`src/rtl/cache_pkg.sv`:
```
// Shared state encoding and width helpers for the 2-way set-associative read cache.
package cache_pkg;

   typedef enum logic [2:0] {
      StIdle,
      StLookup,
      StRefill,
      StResp,
      StFlush
   } cache_state_e;

   function automatic int unsigned calc_off_w(input int unsigned mem_w,
                                              input int unsigned core_w);
      return $clog2(mem_w / core_w);
   endfunction

   function automatic int unsigned calc_index_w(input int unsigned sets);
      return $clog2(sets);
   endfunction

   function automatic int unsigned calc_tag_w(input int unsigned addr_w,
                                              input int unsigned sets,
                                              input int unsigned mem_w,
                                              input int unsigned core_w);
      return addr_w - calc_index_w(sets) - calc_off_w(mem_w, core_w);
   endfunction

endpackage

```
`src/rtl/cache_way.sv`:
```
// One cache way: valid bits (reset/invalidate), tag and line arrays.
// Asynchronous read by index, synchronous write; invalidate clears one index per cycle.
module cache_way #(
   parameter int unsigned SETS    = 16,
   parameter int unsigned INDEX_W = 4,
   parameter int unsigned TAG_W   = 26,
   parameter int unsigned LINE_W  = 32
) (
   input  logic               i_clk,
   input  logic               i_rst_n,
   input  logic [INDEX_W-1:0] i_rd_idx,
   output logic               o_valid,
   output logic [TAG_W-1:0]   o_tag,
   output logic [LINE_W-1:0]  o_line,
   input  logic               i_we,
   input  logic [INDEX_W-1:0] i_wr_idx,
   input  logic [TAG_W-1:0]   i_wr_tag,
   input  logic [LINE_W-1:0]  i_wr_line,
   input  logic               i_inv,
   input  logic [INDEX_W-1:0] i_inv_idx
);

   logic [SETS-1:0]   r_valid;
   logic [TAG_W-1:0]  r_tag  [SETS];
   logic [LINE_W-1:0] r_line [SETS];

   always_ff @(posedge i_clk) begin
      if (!i_rst_n) begin
         r_valid <= '0;
      end else begin
         if (i_inv) r_valid[i_inv_idx] <= 1'b0;
         if (i_we)  r_valid[i_wr_idx]  <= 1'b1;
      end
   end

   always_ff @(posedge i_clk) begin
      if (i_we) begin
         r_tag[i_wr_idx]  <= i_wr_tag;
         r_line[i_wr_idx] <= i_wr_line;
      end
   end

   assign o_valid = r_valid[i_rd_idx];
   assign o_tag   = r_tag[i_rd_idx];
   assign o_line  = r_line[i_rd_idx];

endmodule

```
`src/rtl/set_assoc_cache.sv`:
```
// 2-way set-associative read cache with LRU replacement, req/ack line refill and full flush.
// Define CACHE_STATS_EN to add saturating hit_count / miss_count outputs.
module set_assoc_cache
   import cache_pkg::*;
#(
   parameter int unsigned ADDR_W = 32,
   parameter int unsigned MEM_W  = 32,
   parameter int unsigned CORE_W = 8,
   parameter int unsigned SETS   = 16
) (
   input  logic              clk,
   input  logic              rst,
   input  logic              core_req,
   input  logic [ADDR_W-1:0] core_addr,
   output logic              core_ready,
   output logic              core_valid,
   output logic [CORE_W-1:0] core_rdata,
   output logic              flag_hit,
   output logic              flag_miss,
   input  logic              flush,
   output logic              mem_req,
   output logic [ADDR_W-1:0] mem_addr,
`ifdef CACHE_STATS_EN
   output logic [31:0]       hit_count,
   output logic [31:0]       miss_count,
`endif
   input  logic              mem_ack,
   input  logic [MEM_W-1:0]  mem_rdata
);

   localparam int unsigned OFF_W   = calc_off_w(MEM_W, CORE_W);
   localparam int unsigned INDEX_W = calc_index_w(SETS);
   localparam int unsigned TAG_W   = calc_tag_w(ADDR_W, SETS, MEM_W, CORE_W);
   localparam int unsigned LANES   = MEM_W / CORE_W;

   cache_state_e r_state, w_state_d;

   logic [ADDR_W-1:0]  r_addr;
   logic [SETS-1:0]    r_lru;
   logic               r_hit;
   logic               r_way;
   logic               r_flush_pend;
   logic               r_rdy_en;
   logic [INDEX_W-1:0] r_flush_idx;

   logic [OFF_W-1:0]   w_off;
   logic [INDEX_W-1:0] w_idx;
   logic [TAG_W-1:0]   w_tag;
   logic [INDEX_W-1:0] w_way_idx;

   logic [1:0]              w_valid;
   logic [1:0][TAG_W-1:0]   w_way_tag;
   logic [1:0][MEM_W-1:0]   w_way_line;
   logic                    w_hit0, w_hit1, w_hit, w_hit_way, w_victim, w_fill, w_inv;
   logic [CORE_W-1:0]       w_lane;

   assign w_off = r_addr[OFF_W-1:0];
   assign w_idx = r_addr[OFF_W +: INDEX_W];
   assign w_tag = r_addr[ADDR_W-1 -: TAG_W];

   // Flush walks sets through the same read port the lookup uses
   assign w_way_idx = (r_state == StFlush) ? r_flush_idx : w_idx;
   assign w_fill    = (r_state == StRefill) && mem_ack;
   assign w_inv     = (r_state == StFlush);

   for (genvar g = 0; g < 2; g++) begin : g_way
      cache_way #(
         .SETS    (SETS),
         .INDEX_W (INDEX_W),
         .TAG_W   (TAG_W),
         .LINE_W  (MEM_W)
      ) u_way (
         .i_clk     (clk),
         .i_rst_n   (rst),
         .i_rd_idx  (w_way_idx),
         .o_valid   (w_valid[g]),
         .o_tag     (w_way_tag[g]),
         .o_line    (w_way_line[g]),
         .i_we      (w_fill && (r_way == 1'(g))),
         .i_wr_idx  (w_idx),
         .i_wr_tag  (w_tag),
         .i_wr_line (mem_rdata),
         .i_inv     (w_inv),
         .i_inv_idx (r_flush_idx)
      );
   end

   assign w_hit0    = w_valid[0] && (w_way_tag[0] == w_tag);
   assign w_hit1    = w_valid[1] && (w_way_tag[1] == w_tag);
   assign w_hit     = w_hit0 || w_hit1;
   assign w_hit_way = !w_hit0;
   assign w_victim  = !w_valid[0] ? 1'b0 : (!w_valid[1] ? 1'b1 : r_lru[w_idx]);

   always_comb begin
      w_lane = '0;
      for (int i = 0; i < LANES; i++) begin
         if (w_off == OFF_W'(i)) w_lane = w_way_line[r_way][i*CORE_W +: CORE_W];
      end
   end

   always_comb begin
      w_state_d  = r_state;
      core_ready = 1'b0;
      core_valid = 1'b0;
      core_rdata = '0;
      flag_hit   = 1'b0;
      flag_miss  = 1'b0;
      mem_req    = 1'b0;
      mem_addr   = '0;
      case (r_state)
         StIdle: begin
            core_ready = r_rdy_en && !r_flush_pend;
            if (flush || r_flush_pend)       w_state_d = StFlush;
            else if (core_req && core_ready) w_state_d = StLookup;
         end
         StLookup: begin
            flag_miss = !w_hit;
            w_state_d = w_hit ? StResp : StRefill;
         end
         StRefill: begin
            mem_req  = 1'b1;
            mem_addr = {w_tag, w_idx, {OFF_W{1'b0}}};
            if (mem_ack) w_state_d = StResp;
         end
         StResp: begin
            core_valid = 1'b1;
            core_rdata = w_lane;
            flag_hit   = r_hit;
            w_state_d  = (flush || r_flush_pend) ? StFlush : StIdle;
         end
         StFlush: begin
            if (r_flush_idx == INDEX_W'(SETS - 1)) w_state_d = StIdle;
         end
         default: w_state_d = StIdle;
      endcase
   end

   always_ff @(posedge clk) begin
      if (!rst) begin
         r_state      <= StIdle;
         r_addr       <= '0;
         r_lru        <= '0;
         r_hit        <= 1'b0;
         r_way        <= 1'b0;
         r_flush_pend <= 1'b0;
         r_rdy_en     <= 1'b0;
         r_flush_idx  <= '0;
      end else begin
         r_state  <= w_state_d;
         r_rdy_en <= 1'b1;
         if (r_state == StIdle && w_state_d == StLookup) r_addr <= core_addr;
         if (r_state == StLookup) begin
            r_hit <= w_hit;
            r_way <= w_hit ? w_hit_way : w_victim;
            if (w_hit) r_lru[w_idx] <= !w_hit_way;
         end
         if (w_fill) r_lru[w_idx] <= !r_way;
         if (r_state == StFlush) begin
            r_lru[r_flush_idx] <= 1'b0;
            r_flush_idx        <= r_flush_idx + 1'b1;
            r_flush_pend       <= 1'b0;
         end else begin
            r_flush_idx <= '0;
            if (flush && r_state != StIdle) r_flush_pend <= 1'b1;
         end
      end
   end

`ifdef CACHE_STATS_EN
   logic [31:0] r_hit_count, r_miss_count;

   always_ff @(posedge clk) begin
      if (!rst) begin
         r_hit_count  <= '0;
         r_miss_count <= '0;
      end else begin
         if (flag_hit && r_hit_count != '1)   r_hit_count  <= r_hit_count + 1'b1;
         if (flag_miss && r_miss_count != '1) r_miss_count <= r_miss_count + 1'b1;
      end
   end

   assign hit_count  = r_hit_count;
   assign miss_count = r_miss_count;
`endif

endmodule

```
`config.mk`:
```
export PLATFORM = sky130hd
export DESIGN_NAME = set_assoc_cache
export DESIGN_NICKNAME = d
export VERILOG_FILES = /design/src/rtl/cache_pkg.sv /design/src/rtl/cache_way.sv /design/src/rtl/set_assoc_cache.sv
export SDC_FILE = /design/constraint.sdc
export NUM_CORES = 2
export LEC_CHECK = 0
export ABC_AREA = 1
export CAP_MARGIN = 5
export CORE_AREA = 2 2 362 634
export CTS_CLUSTER_SIZE = 8
export DETAILED_ROUTE_END_ITERATION = 10
export DIE_AREA = 0 0 364 636
export GPL_ROUTABILITY_DRIVEN = 1
export GPL_TIMING_DRIVEN = 0
export PLACE_DENSITY = 0.47
export SYNTH_ARGS = -nofsm -noshare
export SYNTH_HDL_FRONTEND = slang
export SYNTH_SLANG_ARGS = --single-unit
```
`constraint.sdc`:
```
create_clock -name clk -period 6.9 [get_ports clk]
set_clock_uncertainty 0.05 [all_clocks]
set_input_delay 0.69 -clock clk [delete_from_list [all_inputs] [get_ports clk]]
set_output_delay 0.69 -clock clk [all_outputs]
set_load 0.005 [all_outputs]
```
# [Yosys cells after proc, flatten, opt, wreduce, memory -nomap -nowiden]
# Memory sizes are Yosys's and may differ from the RTL's.
# Cells that the tools add are included.
[word_totals] ff_bits=91 latchBits=0 ram_bits=1856 romBits=0 inputBits=69 output_inout_bits=45 wordCells=115 n_memories=4
[memory_table] name="g_way[0].u_way.r_line" depth=16 word_bits=32 rd=1 rd_clocked_by_memory_dff=0 wr=1 line="cache_way.sv:25" text="logic [LINE_W-1:0] r_line [SETS];"
[memory_table] name="g_way[1].u_way.r_line" depth=16 word_bits=32 rd=1 rd_clocked_by_memory_dff=0 wr=1 line="cache_way.sv:25"
[memory_table] name="g_way[0].u_way.r_tag" depth=16 word_bits=26 rd=1 rd_clocked_by_memory_dff=0 wr=1 line="cache_way.sv:24" text="logic [TAG_W-1:0] r_tag [SETS];"
[memory_table] name="g_way[1].u_way.r_tag" depth=16 word_bits=26 rd=1 rd_clocked_by_memory_dff=0 wr=1 line="cache_way.sv:24"
[classes] add_sub_neg=1 multipliers=0 n_div=0 magnitude_cmp=6 eq_ne=11 n_shift=0 mux=53 bitwise=8 n_reduce_logical=22
[ops] cell="16-bit 2-to-1 mux" count=12
[ops] cell="32-bit 2-to-1 mux" count=3
[ops] cell="26-bit equality test" count=2
[ops] cell="16-bit bitwise AND" count=3
[ops] cell="8-bit 2-to-1 mux" count=5
[ops] cell="16-bit bitwise mux" count=2
[ops] cell="16-bit bitwise OR" count=2
[ops] cell="1-bit 2-to-1 mux" count=19
[ops] cell="16-bit inverter" count=1
[ops] cell="4-bit by 5-bit less-than comparator with 1-bit output (second input constant)" count=3
[ops] cell="3-bit 2-to-1 mux" count=5
[ops] cell="3-bit one-hot mux with 5 select lines" count=1
[ops] cell="1-bit binary-select mux with 4-bit select" count=3
[ops] cell="1-bit logical AND" count=11
[ops] cell="1-bit demux with 4-bit select" count=2
[ops] cell="4-bit by 1-bit >= comparator with 1-bit output (second input constant)" count=2
[ops] cell="3-bit by 1-bit equality test with 1-bit output (second input constant)" count=2
[ops] cell="3-bit by 2-bit equality test with 1-bit output (second input constant)" count=2
[ops] cell="4-bit by 1-bit adder with 4-bit output (second input constant)" count=1
[ops] cell="2-bit equality test (second input constant)" count=2
[ops] cell="4-bit equality test (second input constant)" count=1
[ops] cell="1-bit zero test" count=4
[ops] cell="4-bit 2-to-1 mux" count=1
[ops] cell="3-bit equality test (second input constant)" count=1
[ops] cell="other kinds (9)" count=11

# [Logic depth before layout (Yosys ltp)]
[logic_depth] word_depth=14 depth_mapped=23 depth_no_buf=21

# [By module]
# Synthesis repeated with hierarchy kept, for this count alone.
[hier_totals] hier_cells=8674 area_unflattened_um2=85966.2
[by_module_without_submodules] mod="cache_way at g_way[1].u_way" n_inst=1 cells_per_inst=3890 area_each_um2=40485.1 seq_area_each_um2=28187.0
[by_module_without_submodules] mod="cache_way at g_way[0].u_way" n_inst=1 cells_per_inst=3890 area_each_um2=40446.3 seq_area_each_um2=28187.0
[by_module_without_submodules] mod="set_assoc_cache" n_inst=1 cells_per_inst=894 area_each_um2=5034.8 seq_area_each_um2=1181.1

# [Worst setup path after synthesis]
# No wires, ideal clock.
[synth_timing] kind="register to register" startpoint="register r_state[2]" endpoint="register g_way[0].u_way.r_valid[14]" setup_ns=0.081 t_arrival_ns=5.595 t_required_ns=6.769 path_slack_ns=1.173 path_stages_with_launch=6 path_cell_list="dfxtp_1 -> buf_2 -> nor3_1 -> nand2_1 -> nor3_1 -> a22o_1"
[synth_between] elab_chain_len=5 elab_cells_between_ends=8 cone_classes="2 x eq/ne; 3 x mux; 1 x bitwise; 2 x reduce/logical"
[synth_lines] item="start: declaration" line="set_assoc_cache.sv:36" text="cache_state_e r_state, w_state_d;"
[synth_lines] item="start signal: assignment" line="set_assoc_cache.sv:140" text="r_state <= StIdle;"
[synth_lines] item="start signal: assignment" line="set_assoc_cache.sv:149" text="r_state <= w_state_d;"
[synth_lines] item="3-bit equality test" line="set_assoc_cache.sv:64" text="assign w_inv = (r_state == StFlush);"
[synth_lines] item="16-bit 2-to-1 mux" line="cache_way.sv:31" text="if (i_inv) r_valid[i_inv_idx] <= 1'b0;"
[synth_lines] item="16-bit 2-to-1 mux" line="cache_way.sv:28" text="if (!i_rst_n) begin"
[synth_lines] item="16-bit bitwise OR (no source line)"
[synth_lines] item="16-bit 2-to-1 mux (*)" line="cache_way.sv:32" text="if (i_we) r_valid[i_wr_idx] <= 1'b1;"
[synth_lines] item="end signal: assignment" line="cache_way.sv:29" text="r_valid <= '0;"
[synth_lines] item="end signal: indexed assignment" line="cache_way.sv:31"
[synth_lines] item="end signal: indexed assignment" line="cache_way.sv:32"
[synth_lines] item="end: declaration" line="cache_way.sv:23" text="logic [SETS-1:0] r_valid;"
# Mark *: on every way between the ends. The rest lies on a longest branch, timed or not. The select of a mux whose other input is x is not followed.
# A chain may end at the register's enable or synchronous reset.

# [Worst setup path after layout]
[layout_timing] startpoint="register r_state[0]" endpoint="output port core_rdata[7]"
[layout_between] elab_chain_len=10 elab_cells_between_ends=12 cone_classes="2 x eq/ne; 8 x mux; 2 x memory"
[layout_lines] item="3-bit equality test" line="set_assoc_cache.sv:62" text="assign w_way_idx = (r_state == StFlush) ? r_flush_idx : w_idx;"
[layout_lines] item="4-bit 2-to-1 mux" line="set_assoc_cache.sv:62"
[layout_lines] item="memory 16 x 32 bit"
[layout_lines] item="32-bit 2-to-1 mux (implied by the code) (2 in series)" line="set_assoc_cache.sv:97" text="if (w_off == OFF_W'(i)) w_lane = w_way_line[r_way][i*CORE_W +: CORE_W];"
[layout_lines] item="8-bit 2-to-1 mux (4 in series)" line="set_assoc_cache.sv:97"
[layout_lines] item="8-bit 2-to-1 mux (*)" line="set_assoc_cache.sv:110" text="case (r_state)"
[layout_lines] item="end: declaration" line="set_assoc_cache.sv:17" text="output logic [CORE_W-1:0] core_rdata,"
# Marks and branches as above.

==> load_flow_metrics.sql <==
INSERT INTO impl_metrics (metric_group, metric, value, unit) VALUES
('status', 'run_status', 'finished with violations', ''),
('timing', 'final.min_clock_period', '6909', 'ps'),
('timing', 'fin_tns_setup', '-9.335', 'ps'),
('critical_path', 'worstPathArrival', '6170', 'ps'),
('cts', 'clk_pin_slew_worst_paths', '50', 'ps'),
('finish', 'area.sequential', '57570', 'um^2'),
('critical_path', 'reg2reg_slack', '1750', 'ps'),
('finish', 'multi_input_area', '19160', 'um^2'),
('global_routing', 'grtUsageMet3', '3.951', '%'),
('status', 'violations', 'capacitance limit, setup timing', ''),
('routing', 'initial_drt_pass_iterations', '8', ''),
('floorplanning', 'floorplan.initialDensity', '34.80', '%'),
('finish', 'drive_above_1_share', '11.06', '%'),
('finish', 'fillerInstances', '21350', ''),
('worst_hold_path', 'holdCritPathClass', 'input pin to flip-flop', ''),
('cts', 'clkLatencyLatePin', '850', 'ps'),
('synthesis', 'synth-seq-area-share', '72.95', '%'),
('critical_path', 'worst_setup_path_end_kind', 'output pin', ''),
('global_routing', 'pin_count_of_the_biggest_net_entering_global_routing', '36', ''),
('critical_path', 'worstReg2RegEnd', 'g_way[0].u_way.r_line[13][30]', ''),
('cts', 'tritoncts', 'done', ''),
('worst_hold_path', 'worstHoldStart', 'mem_rdata[18]', ''),
('placed_design', 'postPlaceCellArea', '86990', 'um^2'),
('cts', 'clock_sink_count', '1947', ''),
('power_and_ir_drop', 'cellPowerDensity', '318.7', 'nW/um^2'),
('critical_path', 'worst_setup_path_start_kind', 'flip-flop', ''),
('critical_path', 'rr_startpoint', 'r_state[2]', ''),
('synthesis', 'synthCells', '6756', ''),
('cts', 'clockRootBuffer', 'sky130_fd_sc_hd__clkbuf_16', ''),
('timing', 'timing_max_transition_violations_final', '0', ''),
('floorplanning', 'std_cell_rows', '232', ''),
('timing', 'report.final.setup_viol', '1', ''),
('cts', 'h-tree-depth', '5', ''),
('timing', 'final_critical_path_setup_slack', '-9.335', 'ps'),
('critical_path', 'crit_path_max_fanout', '10', ''),
('global_routing', 'wire_length_of_the_first_global_routing_pass', '462900', 'um'),
('synthesis', 'synth-seq-cells', '1947', ''),
('global_routing', 'groute.usage.overall', '29.03', '%'),
('routing', 'drt_iter0_drc', '6071', ''),
('critical_path', 'critical_path.startpoint', 'r_state[0]', ''),
('routing', 'drt-total-wl', '342000', 'um'),
('synthesis', 'synth.top_cell.area_share', '70.64', '%'),
('worst_hold_path', 'min_path_cells', '1', ''),
('synthesis', 'synth.yosys.warnings', '0', ''),
('synthesis', 'avg_inst_size_synth', '11.68', 'um^2'),
('synthesis', 'synth.most_common_cell', 'sky130_fd_sc_hd__nand2_1', ''),
('placed_design', 'post-dp-hpwl', '240700', 'um'),
('cts', 'cts_setup_buffers', '0', ''),
('routing', 'detail_route.vias_per_cell', '5.527', ''),
('synthesis', 'synth_enable_flop_cells', '1856', ''),
('floorplanning', 'floorplan.die_area', '231500', 'um^2'),
('flow_run', 'max_cap_viol_count', '1', ''),
('cts', 'clock_path_buffers', '4', ''),
('critical_path', 'critPathRequiredTime', '6160', 'ps'),
('synthesis', 'synth_cell_types', '40', ''),
('finish', 'area_delta_synth_final', '20.68', '%'),
('floorplanning', 'die_height', '636', 'um'),
('global_routing', 'grt_overflow_total', '0', ''),
('global_routing', 'global_route.peak_usage_layer', 'met2', ''),
('power_and_ir_drop', 'vdd_ir_drop_max', '0.0002083', 'V'),
('synthesis', 'synth.largest_area_cell', 'sky130_fd_sc_hd__edfxtp_1', ''),
('placed_design', 'io_buffers', '111', ''),
('power_and_ir_drop', 'total_leakage_power', '32.55', 'nW'),
('timing', 'unrepaired_setup_endpoints_after_global_routing', 'yes', ''),
('synthesis', 'synth.cells.most_frequent', '1876 x sky130_fd_sc_hd__nand2_1, 1856 x sky130_fd_sc_hd__edfxtp_1, 1583 x sky130_fd_sc_hd__nand3_1', ''),
('floorplanning', 'fp.coreArea', '226700', 'um^2'),
('critical_path', 'rr_worst_depth', '10', ''),
('timing', 'tightest_slew', '1484', 'ps'),
('critical_path', 'critPathKind', 'flip-flop to output pin', ''),
('floorplanning', 'floorplan.die.width', '364', 'um'),
('synthesis', 'yosys-top-cells-area', 'sky130_fd_sc_hd__edfxtp_1 71%, sky130_fd_sc_hd__nand3_1 10%, sky130_fd_sc_hd__nand2_1 8.9%', '');
report_power, final:
| part | switching [mW] | leakage, nW | internal (mW) | total (mW) |
|---|---|---|---|---|
| Clock | 5.06 | 3.81 | 7.76 | 12.8 |
| Combinational | 3.34 | 11.1 | 1.09 | 4.42 |
| Sequential | 0.108 | 17.6 | 13.0 | 13.1 |
| Total | 8.51 | 32.6 | 21.8 | 30.3 |
layer usage:
| layer | routed length (um) | part of all wire, % |
|---|---|---|
| met5 | 34 | 0.0099 |
| met4 | 27950 | 8.2 |
| met3 | 20800 | 6.1 |
| met2 | 178100 | 52 |
| met1 | 115100 | 34 |
cells in the final DEF, fill, tap and decap left out, types with 6 or more instances in the layout:
cell                                 n
sky130_fd_sc_hd__nand3_1          1582
sky130_fd_sc_hd__clkbuf_1          192
sky130_fd_sc_hd__inv_1             132
sky130_fd_sc_hd__o22ai_1            65
sky130_fd_sc_hd__dfxtp_1            76
sky130_fd_sc_hd__clkbuf_16         302
sky130_fd_sc_hd__clkdlybuf4s50_1   108
sky130_fd_sc_hd__o22a_1             19
sky130_fd_sc_hd__clkdlybuf4s15_2     6
sky130_fd_sc_hd__a31oi_1             9
sky130_fd_sc_hd__nand2_1          1874
sky130_fd_sc_hd__dfxtp_2            15
sky130_fd_sc_hd__buf_16             37
sky130_fd_sc_hd__o211ai_1           23
sky130_fd_sc_hd__nor2_1            262
sky130_fd_sc_hd__buf_4              25
sky130_fd_sc_hd__clkbuf_2           59
sky130_fd_sc_hd__buf_2             194
sky130_fd_sc_hd__diode_2             7
sky130_fd_sc_hd__o21ai_0           226
sky130_fd_sc_hd__edfxtp_1         1856
sky130_fd_sc_hd__buf_1              27
sky130_fd_sc_hd__a21oi_1            85
sky130_fd_sc_hd__buf_12             90
sky130_fd_sc_hd__clkbuf_4            6
sky130_fd_sc_hd__nor2_4             33
sky130_fd_sc_hd__buf_6              11
sky130_fd_sc_hd__a22oi_1             6
what timing repair did:
action | 4_1_cts | 5_1_grt
resized for setup | 73 | 48
hold buffers | 0 | 0
cloned | 0 | 0
pin swaps | 0 | 1
setup endpoints to repair | 9 | 9
flip-flops by register name, summed over array words and instances (netlist names), 3 cells and up:
signal               flops
r_state                  3
g_way.u_way.r_line    1024
r_addr                  32
g_way.u_way.r_tag      832
r_flush_idx              4
r_lru                   16
g_way.u_way.r_valid     32
worst max-delay path, cell delays in order (launching register included):
cell and delay [ps]:
sky130_fd_sc_hd__dfxtp_1 360, sky130_fd_sc_hd__nor2_4 210, sky130_fd_sc_hd__nand2_1 140, sky130_fd_sc_hd__buf_4 210
sky130_fd_sc_hd__a21oi_1 280, sky130_fd_sc_hd__buf_2 470, sky130_fd_sc_hd__buf_2 490, sky130_fd_sc_hd__clkbuf_2 500
sky130_fd_sc_hd__clkbuf_1 840, sky130_fd_sc_hd__nand3_1 410, sky130_fd_sc_hd__nand3_1 200, sky130_fd_sc_hd__nand3_1 230
sky130_fd_sc_hd__nand4_1 380, sky130_fd_sc_hd__inv_1 70, sky130_fd_sc_hd__clkdlybuf4s50_1 450
kinds of logic after synthesis:
logic type / after synthesis / synth area share [%]
and+or+nand+nor: 3775 / 20.55
adders and majority gates: 4 / 0.06344
AOI/OAI and AO/OA: 454 / 3.267
other: 1 / 0.004753
DFF: 1947 / 72.95
xor gates and xnor gates: 3 / 0.03331
buffers and inverters: 572 / 3.134
stage by stage:
stage	total power, mW	hold slack, ps	instances	utilization (%)	setup WS [ps]
floorplan	15.56	376.5	6757	-	1173
global placement	17.66	398.4	9910	36.97	-8372
detailed placement	17.69	397.9	10050	38.37	-94.50
CTS	30.41	404.2	10430	41.90	-21.18
global route	31.09	409.4	10440	41.99	-39.79
finish	30.35	402.2	10450	42.00	-9.335
worst max path at each step:
stage | depth (start not counted) | to | slack (ps)
5_1_grt | 14 | core_rdata[7] | -40
4_1_cts | 18 | core_rdata[7] | -20
3_3_place_gp | 5 | g_way[0].u_way.r_valid[14] | -8370
3_5_place_dp | 15 | core_rdata[2] | -90
2_1_floorplan | 5 | g_way[0].u_way.r_valid[14] | 1170
6_report | 14 | core_rdata[7] | -9
area by class of cell:
type | instances | area share, %
Clock inverter | 5 | 0.05256
Inverter | 144 | 0.5795
Buffer | 428 | 2.192
Timing Repair Buffer | 256 | 4.375
Clock buffer | 379 | 8.196
Sequential cell | 1947 | 60.47
Antenna cell | 7 | 0.01840
Multi-Input combinational cell | 4238 | 20.12
Tap cell | 3042 | 3.997
Note: power is estimated with default switching activity, not from simulation.
